--- src/rtl/beidou_pkg.sv ---
// -----------------------------------------------------------------------------
// beidou_pkg
// Shared types and constants for the BeiDou D1 frame controller.
//   state_t          : frame-sync FSM states (HUNT / TRACK)
//   PREAMBLE         : 11-bit subframe preamble, MSB received first
//   WORD_BITS_DEF    : default bits per navigation word
//   WORDS_PER_SF_DEF : default words per subframe
//   ENERGY_W_DEF     : default signed energy / threshold width
// -----------------------------------------------------------------------------
package beidou_pkg;

    typedef enum logic {
        HUNT  = 1'b0,
        TRACK = 1'b1
    } state_t;

    localparam int                PRE_LEN          = 11;
    localparam logic [PRE_LEN-1:0] PREAMBLE        = 11'b11100010010;
    localparam int                WORD_BITS_DEF    = 30;
    localparam int                WORDS_PER_SF_DEF = 10;
    localparam int                ENERGY_W_DEF     = 50;

endpackage

--- src/rtl/beidou_bit_slicer.sv ---
// -----------------------------------------------------------------------------
// beidou_bit_slicer
// Registered hard-decision slicer: bit_dec = (energy >= cfg_thresh), signed,
// full width. One-cycle latency from energy_vld to bit_vld.
//   clk, rst     : clock, asynchronous active-high reset
//   energy       : signed bit energy
//   cfg_thresh   : signed slicing threshold
//   energy_vld   : sample strobe (already qualified by decode enable)
//   bit_dec      : sliced bit
//   bit_vld      : bit_dec valid strobe
// -----------------------------------------------------------------------------
module beidou_bit_slicer
    import beidou_pkg::*;
#(
    parameter int ENERGY_W = ENERGY_W_DEF
) (
    input  logic                       clk,
    input  logic                       rst,
    input  logic signed [ENERGY_W-1:0] energy,
    input  logic signed [ENERGY_W-1:0] cfg_thresh,
    input  logic                       energy_vld,
    output logic                       bit_dec,
    output logic                       bit_vld
);

    // NOTE: sequential state uses non-blocking assignments so every register
    // samples pre-edge values regardless of process evaluation order.
    always_ff @(posedge clk or posedge rst) begin
        if (rst) begin
            bit_dec <= 1'b0;
            bit_vld <= 1'b0;
        end else begin
            bit_vld <= energy_vld;
            if (energy_vld) begin
                bit_dec <= (energy >= cfg_thresh);
            end
        end
    end

endmodule

--- src/rtl/beidou_frame_ctrl.sv ---
// -----------------------------------------------------------------------------
// beidou_frame_ctrl
// Slices energy samples into bits, hunts for the subframe preamble, packs the
// bit stream into navigation words and hands them out through a single-entry
// valid/ready buffer.
//   clk, rst    : clock, asynchronous active-high reset
//   enable      : decode enable; low forces HUNT and ignores samples
//   cfg_thresh  : signed slicing threshold
//   energy      : signed bit energy, qualified by energy_vld
//   word        : completed word, MSB = first received bit
//   word_idx    : word number within the subframe
//   word_vld    : word / word_idx valid
//   word_rdy    : consumer ready
//   locked      : high while frame-synchronised
//   word_drop   : one-cycle pulse when a completed word finds the buffer full
// -----------------------------------------------------------------------------
module beidou_frame_ctrl
    import beidou_pkg::*;
#(
    parameter int ENERGY_W     = ENERGY_W_DEF,
    parameter int WORD_BITS    = WORD_BITS_DEF,
    parameter int WORDS_PER_SF = WORDS_PER_SF_DEF
) (
    input  logic                       clk,
    input  logic                       rst,
    input  logic                       enable,
    input  logic signed [ENERGY_W-1:0] cfg_thresh,
    input  logic signed [ENERGY_W-1:0] energy,
    input  logic                       energy_vld,
    output logic [WORD_BITS-1:0]       word,
    output logic [3:0]                 word_idx,
    output logic                       word_vld,
    input  logic                       word_rdy,
    output logic                       locked,
    output logic                       word_drop
);

    localparam int BCNT_W = $clog2(WORD_BITS);

    logic                 bit_dec;
    logic                 bit_vld;
    state_t               state, state_n;
    logic [WORD_BITS-1:0] sr, sr_n, sr_shift;
    logic [BCNT_W-1:0]    bcnt, bcnt_n;
    logic [3:0]           widx, widx_n;
    logic                 word_done;
    logic                 buf_free;

    beidou_bit_slicer #(
        .ENERGY_W (ENERGY_W)
    ) u_slicer (
        .clk        (clk),
        .rst        (rst),
        .energy     (energy),
        .cfg_thresh (cfg_thresh),
        .energy_vld (energy_vld && enable),
        .bit_dec    (bit_dec),
        .bit_vld    (bit_vld)
    );

    assign sr_shift = {sr[WORD_BITS-2:0], bit_dec};
    assign locked   = (state == TRACK);

    always_ff @(posedge clk or posedge rst) begin
        if (rst) begin
            state <= HUNT;
            sr    <= '0;
            bcnt  <= '0;
            widx  <= '0;
        end else begin
            state <= state_n;
            sr    <= sr_n;
            bcnt  <= bcnt_n;
            widx  <= widx_n;
        end
    end

    // NOTE: every output of this block gets a default first, so no path can
    // leave a variable unassigned and infer a latch.
    always_comb begin
        state_n   = state;
        sr_n      = sr;
        bcnt_n    = bcnt;
        widx_n    = widx;
        word_done = 1'b0;

        if (!enable) begin
            state_n = HUNT;
            sr_n    = '0;
            bcnt_n  = '0;
            widx_n  = '0;
        end else if (bit_vld) begin
            sr_n = sr_shift;
            unique case (state)
                HUNT: begin
                    // Lock lands mid-word: the preamble already fills the
                    // first PRE_LEN bits of word 0.
                    if (sr_shift[PRE_LEN-1:0] == PREAMBLE) begin
                        state_n = TRACK;
                        bcnt_n  = BCNT_W'(PRE_LEN);
                        widx_n  = '0;
                    end
                end
                TRACK: begin
                    if (bcnt == BCNT_W'(WORD_BITS - 1)) begin
                        word_done = 1'b1;
                        bcnt_n    = '0;
                        widx_n    = (widx == 4'(WORDS_PER_SF - 1)) ? 4'd0 : widx + 4'd1;
                    end else begin
                        bcnt_n = bcnt + 1'b1;
                        // Start of every later subframe must repeat the preamble.
                        if (widx == 4'd0 && bcnt == BCNT_W'(PRE_LEN - 1) &&
                            sr_shift[PRE_LEN-1:0] != PREAMBLE) begin
                            state_n = HUNT;
                            bcnt_n  = '0;
                            widx_n  = '0;
                        end
                    end
                end
                default: state_n = HUNT;
            endcase
        end
    end

    // Buffer can take a new word when empty or when draining this cycle.
    assign buf_free = !word_vld || word_rdy;

    always_ff @(posedge clk or posedge rst) begin
        if (rst) begin
            word      <= '0;
            word_idx  <= '0;
            word_vld  <= 1'b0;
            word_drop <= 1'b0;
        end else begin
            word_drop <= 1'b0;
            if (word_done && buf_free) begin
                word     <= sr_shift;
                word_idx <= widx;
                word_vld <= 1'b1;
            end else begin
                if (word_vld && word_rdy) begin
                    word_vld <= 1'b0;
                end
                if (word_done) begin
                    word_drop <= 1'b1;
                end
            end
        end
    end

endmodule

--- config.mk ---
export PLATFORM = sky130hd
export DESIGN_NAME = beidou_frame_ctrl
export DESIGN_NICKNAME = d
export VERILOG_FILES = /design/src/rtl/beidou_pkg.sv /design/src/rtl/beidou_bit_slicer.sv /design/src/rtl/beidou_frame_ctrl.sv
export SDC_FILE = /design/constraint.sdc
export NUM_CORES = 1
export LEC_CHECK = 0
export BUFFER_PORTS_ARGS = -buffer_cell sky130_fd_sc_hd__buf_2
export CORE_ASPECT_RATIO = 1.1
export CORE_UTILIZATION = 50
export CTS_BUF_LIST = sky130_fd_sc_hd__clkbuf_4
export CTS_CLUSTER_SIZE = 14
export DETAILED_ROUTE_END_ITERATION = 6
export PLACE_DENSITY = 0.81
export SETUP_SLACK_MARGIN = 0.2
export SYNTH_ARGS = -nofsm -noshare
export SYNTH_HDL_FRONTEND = slang
export SYNTH_HIERARCHICAL = 1
export SYNTH_SLANG_ARGS = --single-unit
--- constraint.sdc ---
create_clock -name clk -period 2.7 [get_ports clk]
set_input_delay 0.135 -clock clk [delete_from_list [all_inputs] [get_ports clk]]
set_output_delay 0.135 -clock clk [all_outputs]
set_load 0.005 [all_outputs]
==> out/qor.yml, run 1 <==
status: "complete, no violations"
syn_area_sq_um: 4636
antenna_left: 0
cts_max_level: 3
synth_ff_type: "dfrtp_1"
grt_pass1_wl_microns: 15790
timing.slew.headroom_pct: 39.59
grt_antenna_before_repair: 0
numCtsBuffers: 9
powerDensity_nw_per_um2: 387.4
numClockSinks: 77
cts_setup_buffers: 0
setup_viol: 0
drive_above_1_share_pct: 35.33
drv_cap: 0
crit_fanout: 34
worstHoldEndpoint: "word_drop"
wl_per_cell_microns: 13.69
critPathBufInv: 2
grt_max_degree: 76
ys_ff_latch: 77
holdCritPathClass: "in2reg"
path_clk_slew_ns: 0.12
cp_slowest_cell: "dfrtp_1"
cpPeakStageDelay_ns: 0.44
gp_congestion: 0.7945
final.min_clock_period_ns: 2.082
clockPowerShare_pct: 31.5
drc: 0
yosys_warnings: 6
coreArea_sq_um: 8919
root_buffer: "clkbuf_4"
p_int_mw: 1.601
arrival_ns: 2.38
yosysMostFrequentCell: "dfrtp_1"
drt_iter0_markers: 80
first_pass_iters: 4
fmax_mhz: 480.2
ys_top_cells_by_area: "dfrtp_1 (42%), ha_1 (15%), mux2_2 (8.3%)"
worstHoldStart: "word_rdy"
syn_nets: 595
via_per_inst: 5.205
route.vias.total: 3628
routed_wl_microns: 9540
critPathLaunchType: "register"
synth-edff-count: 0
die_area_sq_um: 9661
hold_depth: 3
rows: 36
ff2ff_path_depth: 7
p_leak_nw: 3.102
netlist_top_cells_count: "dfrtp_1 (77), inv_1 (60), ha_1 (56), mux2_2 (34), nor2b_1 (33)"
postCtsHoldBufs: 2
ir_drop_mv: 0.1824
nets: 739
p_total_mw: 2.170
seqCellArea_sq_um: 1928
drv_slew: 0
rsz0062_at_grt: "no"
cp.required_ns: 3.00
synthArstFlopShare_pct: 100.0
die_h_microns: 103.0
yosysTopAreaCellShare_pct: 41.57
crit_type: "reg2reg"
area_growth_pct: 20.84
netlist.top_cell.by_area: "dfrtp_1"
r2r_start: "bcnt[1]"
r2r_slack_ns: 0.62
pwr-share-comb_pct: 14.5
die_w_microns: 93.81
cts_max_path_buffers: 2
multi_input_area_sq_um: 2396
fin_tns_setup_ns: 0
power_switching_mw: 0.5694
cts_tree: "done"
grt_pass1_vias: 3663
ios: 142
p_sw_share_pct: 26.24
dpl.hpwl_microns: 7620
finClkSkew_ns: 0.02066
min_period_over_period_pct: 77.12
grt-ovfl-total: 0
place_inst: 679
p_seq_share_pct: 54.0
io_buffers: 141
finalHoldViolCount: 0
worstMarginPinSlew_ns: 0.9062
yosysUniqueCellTypes: 50
stdcell_count: 697
ctsResizeCount: 0
n_antenna_cell: 0
critical-path-top-delay-family: "simple AND/OR/NAND/NOR gates"
yosysSeqAreaShare_pct: 41.57
worst_setup_path_end_kind: "register"
n_fill_cell: 726
start_util_pct: 51.98
grt_util_all_layers_pct: 20.61
syn_inst: 434
clk_latency_ns: 0.42
r2r_end: "word[11]"
avgSynthCellArea_sq_um: 10.68
crit_chain: "inv_1 -> ha_1 -> and4_1 -> nand4_1 -> nor2b_2 -> buf_12 -> mux2_2"
[worst max-delay path by stage]
stage	depth (start not counted)	end	slack [ns]	start
6_report	7	word[11]	0.62	bcnt[1]
5_1_grt	7	word[29]	0.49	bcnt[1]
4_1_cts	7	word[29]	0.62	bcnt[1]
3_5_place_dp	10	u_slicer/bit_dec	0.56	cfg_thresh[41]
3_3_place_gp	10	u_slicer/bit_dec	0.57	cfg_thresh[41]
2_1_floorplan	1	bcnt[0]	0.66	rst
[sequential cells by signal, indices dropped and copies added, names as in the netlist]
signal            count
bcnt                  5
word_drop             1
u_slicer/bit_vld      1
widx                  4
word                 30
word_idx              4
locked                1
sr                   29
u_slicer/bit_dec      1
word_vld              1
[cell families after synthesis]
| kind of cell | Yosys count | synth area share, % |
|---|---|---|
| xor+xnor | 2 | 0.3779 |
| flops | 77 | 41.57 |
| mux | 64 | 14.84 |
| buf+inv | 74 | 6.802 |
| compound gates | 61 | 8.476 |
| simple gates | 100 | 12.82 |
| fa+ha+maj | 56 | 15.11 |
[cells in the final DEF, fill, tap and decap left out, types with 3 or more instances in the layout]
cell type	n
nor2b_1	32
nand3_1	6
dfrtp_1	76
a21oi_1	23
nand2_1	23
ha_1	56
and4_1	6
buf_2	141
and3_1	3
mux2_2	34
mux2i_1	29
inv_1	59
a21o_1	3
buf_4	3
o21ai_0	12
clkbuf_4	9
nor2_1	6
nand4_1	10
[final cells by class]
type / count / area share, %
clock buffer: 9 / 1.206
clock inverter: 7 / 1.318
inverter: 60 / 4.021
multi-input combinational: 283 / 42.77
sequential: 77 / 34.42
tap: 114 / 2.546
timing repair buffer: 147 / 13.71
[tightest hold or removal path: cells and delay by family]
family / cells / cell delay, ns
buf+inv: 1 / 0.07
simple gates: 2 / 0.20
[power groups by stage]
| stage | clock network [mW] | logic (mW) | registers [mW] |
|---|---|---|---|
| floorplan | 0 | 0.194 | 1.19 |
| CTS | 0.705 | 0.318 | 1.17 |
| detailed placement | 0 | 0.313 | 1.20 |
| global route | 0.751 | 0.360 | 1.18 |
| global placement | 0 | 0.297 | 1.19 |
| finish | 0.683 | 0.314 | 1.17 |
[routing by layer]
layer  vias up  routed length (microns)  global-route usage [%]
li1       1799                        -                       -
met1      1702                     3882                   22.91
met2       116                     5042                   38.80
met3        11                      473                   4.499
met4         0                      142                   6.982
met5         -                        0                       0
[metrics by stage]
step | cell area [sq um] | setup slack [ns] | utilization [%] | hold slack, ns
after floorplan | 4636 | 0.6550 | - | -0.1238
after global placement | 5440 | 0.5682 | 61.00 | 0.009034
after detailed placement | 5440 | 0.5589 | 61.00 | 0.009545
after CTS | 5602 | 0.6217 | 62.81 | 0.01605
after global routing | 5602 | 0.4930 | 62.81 | 0.02901
final | 5602 | 0.6177 | 62.81 | 0.03467
(Power assumes the default switching activity.)
==> inputs of run 2 (changes only) <==
Clock period 2.7 ns to 2.2 ns, I/O delays scaled along.
==> run 2 against run 1 <==
- combinational power is 27% higher
- cell count is 1.7% higher
- first-iteration DRC count is 10% higher
- final area is 3.3% higher
- via count is 2.5% higher
- wire length is 6.7% higher
- largest cell class unchanged
- utilization is 2.0 points higher
- critical endpoint is now word[7]
- sequential share of layout area is 1.1 points lower
- setup slack worse by 0.41 ns
==> out/qor.yml, run 2 (synthesis gave the netlist of run 1 again) <==
hold_ws_ns: 0.01882
drive_above_1_share_pct: 37.48
finalHoldViolCount: 0
n_antenna_cell: 0
cts_max_path_buffers: 2
crit_type: "reg2reg"
drt_iter0_markers: 88
grt_antenna_before_repair: 0
seqCellArea_sq_um: 1929
nets: 751
cp_slowest_cell: "dfrtp_1"
worstMarginPinSlew_ns: 0.6895
drv_slew: 0
cp.required_ns: 2.52
ff2ff_path_depth: 8
largest_register_ffs: 30
crit_chain: "inv_1 -> ha_1 -> and4_4 -> nand4_1 -> nor2b_2 -> buf_4 -> clkbuf_16 -> mux2_2"
n_fill_cell: 689
hold_depth: 2
rows: 36
timing.slew.headroom_pct: 53.94
grt_util_all_layers_pct: 21.87
drc: 0
cts_tree: "done"
via_per_inst: 5.247
root_buffer: "clkbuf_4"
cpPeakStageDelay_ns: 0.40
wl_per_cell_microns: 14.35
multi_input_area_sq_um: 2432
fin_tns_setup_ns: 0
die_w_microns: 93.81
p_leak_nw: 3.170
r2r_slack_ns: 0.21
route.vias.total: 3720
first_pass_iters: 6
io_buffers: 141
final_cell_mix: "buf_2 (141), dfrtp_1 (75), inv_1 (58)"
finClkSkew_ns: 0.02706
numCtsBuffers: 9
fmax_mhz: 501.9
post-place-ws_ns: 0.1169
crit_fanout: 8
final.min_clock_period_ns: 1.993
critPathLaunchType: "register"
critPathBufInv: 3
clk_latency_ns: 0.44
ios: 142
grt_max_degree: 47
setup_viol: 0
grt_pass1_vias: 3778
routed_wl_microns: 10180
start_util_pct: 51.98
final_common_cell: "buf_2"
rsz0062_at_grt: "yes"
status: "complete, no violations"
largest_register: "word"
numClockSinks: 77
reg.largest.list: "word x30, sr x29, bcnt x5"
cts_max_level: 3
grt-ovfl-total: 0
dpl.hpwl_microns: 7585
powerDensity_nw_per_um2: 456.5
grt_pass1_wl_microns: 16580
area_growth_pct: 24.78
drv_cap: 0
die_h_microns: 103.0
cp_num_cells: 8
gp_congestion: 0.8511
antenna_left: 0
ir_drop_mv: 0.2877
stdcell_count: 709
final_util_pct: 64.86
critical-path-top-delay-family: "simple AND/OR/NAND/NOR gates"
min_period_over_period_pct: 90.57
fin_ws_ns: 0.2074
place_inst: 680
coreArea_sq_um: 8919
arrival_ns: 2.31
die_area_sq_um: 9661
path_clk_slew_ns: 0.14
worst_setup_path_end_kind: "register"
holdCritPathClass: "in2reg"
[run 2: worst reg2reg max path, delay by kind of cell, from the launching register on]
kind	cells	cell delay (ns)
adders and majority gates	1	0.15
buffers and inverters	3	0.40
DFF	1	0.40
muxes	1	0.33
and+or+nand+nor	3	0.62
[run 2: power breakdown]
part           switching [mW]  internal (mW)  total (mW)
sequential             0.0122           1.42        1.43
clock                   0.552          0.256       0.808
combinational           0.200          0.198       0.398
total                   0.764           1.88        2.64
[run 2: through the flow]
step | power, mW | area (sq um)
after floorplan | 1.693 | 4639
after CTS | 2.652 | 5715
after detailed placement | 1.855 | 5464
after global placement | 1.836 | 5464
final | 2.641 | 5784
after global routing | 2.785 | 5784
[run 2: what timing repair did]
| item | in CTS | in global routing |
|---|---|---|
| endpoints found under the setup margin | 36 | 38 |
| buffers inserted | 5 | 3 |
| hold buffers | 3 | 0 |
| gates cloned | 1 | 1 |
| gates resized for setup | 4 | 6 |
| pin swaps | 0 | 2 |
| endpoints found under the hold margin | 34 | 0 |
[run 2: metal layers]
| layer | up-vias | global-route usage, % | share of wire (%) |
|---|---|---|---|
| met4 | 0 | 9.822 | 1.9 |
| met5 | - | 0 | 0 |
| met1 | 1744 | 23.22 | 39 |
| li1 | 1819 | - | - |
| met2 | 141 | 42.28 | 53 |
| met3 | 16 | 3.540 | 5.6 |
[run 2: area by class of cell]
cell class                 count  share of cell area (%)
inverter                      60                   3.958
tap                          114                   2.466
sequential                    77                   33.35
clock buffer                   9                   1.168
clock inverter                 7                   1.168
timing repair buffer         159                   15.83
multi-input combinational    283                   42.05
[run 2: path summary, 6_finish.rpt]
kind	start	endpoint
max in group asynchronous	rst	sr[10]
hold reg to reg	word[19]	word[19]
hold / removal	enable	locked
setup reg to reg	bcnt[1]	word[7]
min in group asynchronous	rst	u_slicer/bit_vld
setup / recovery	bcnt[1]	word[7]
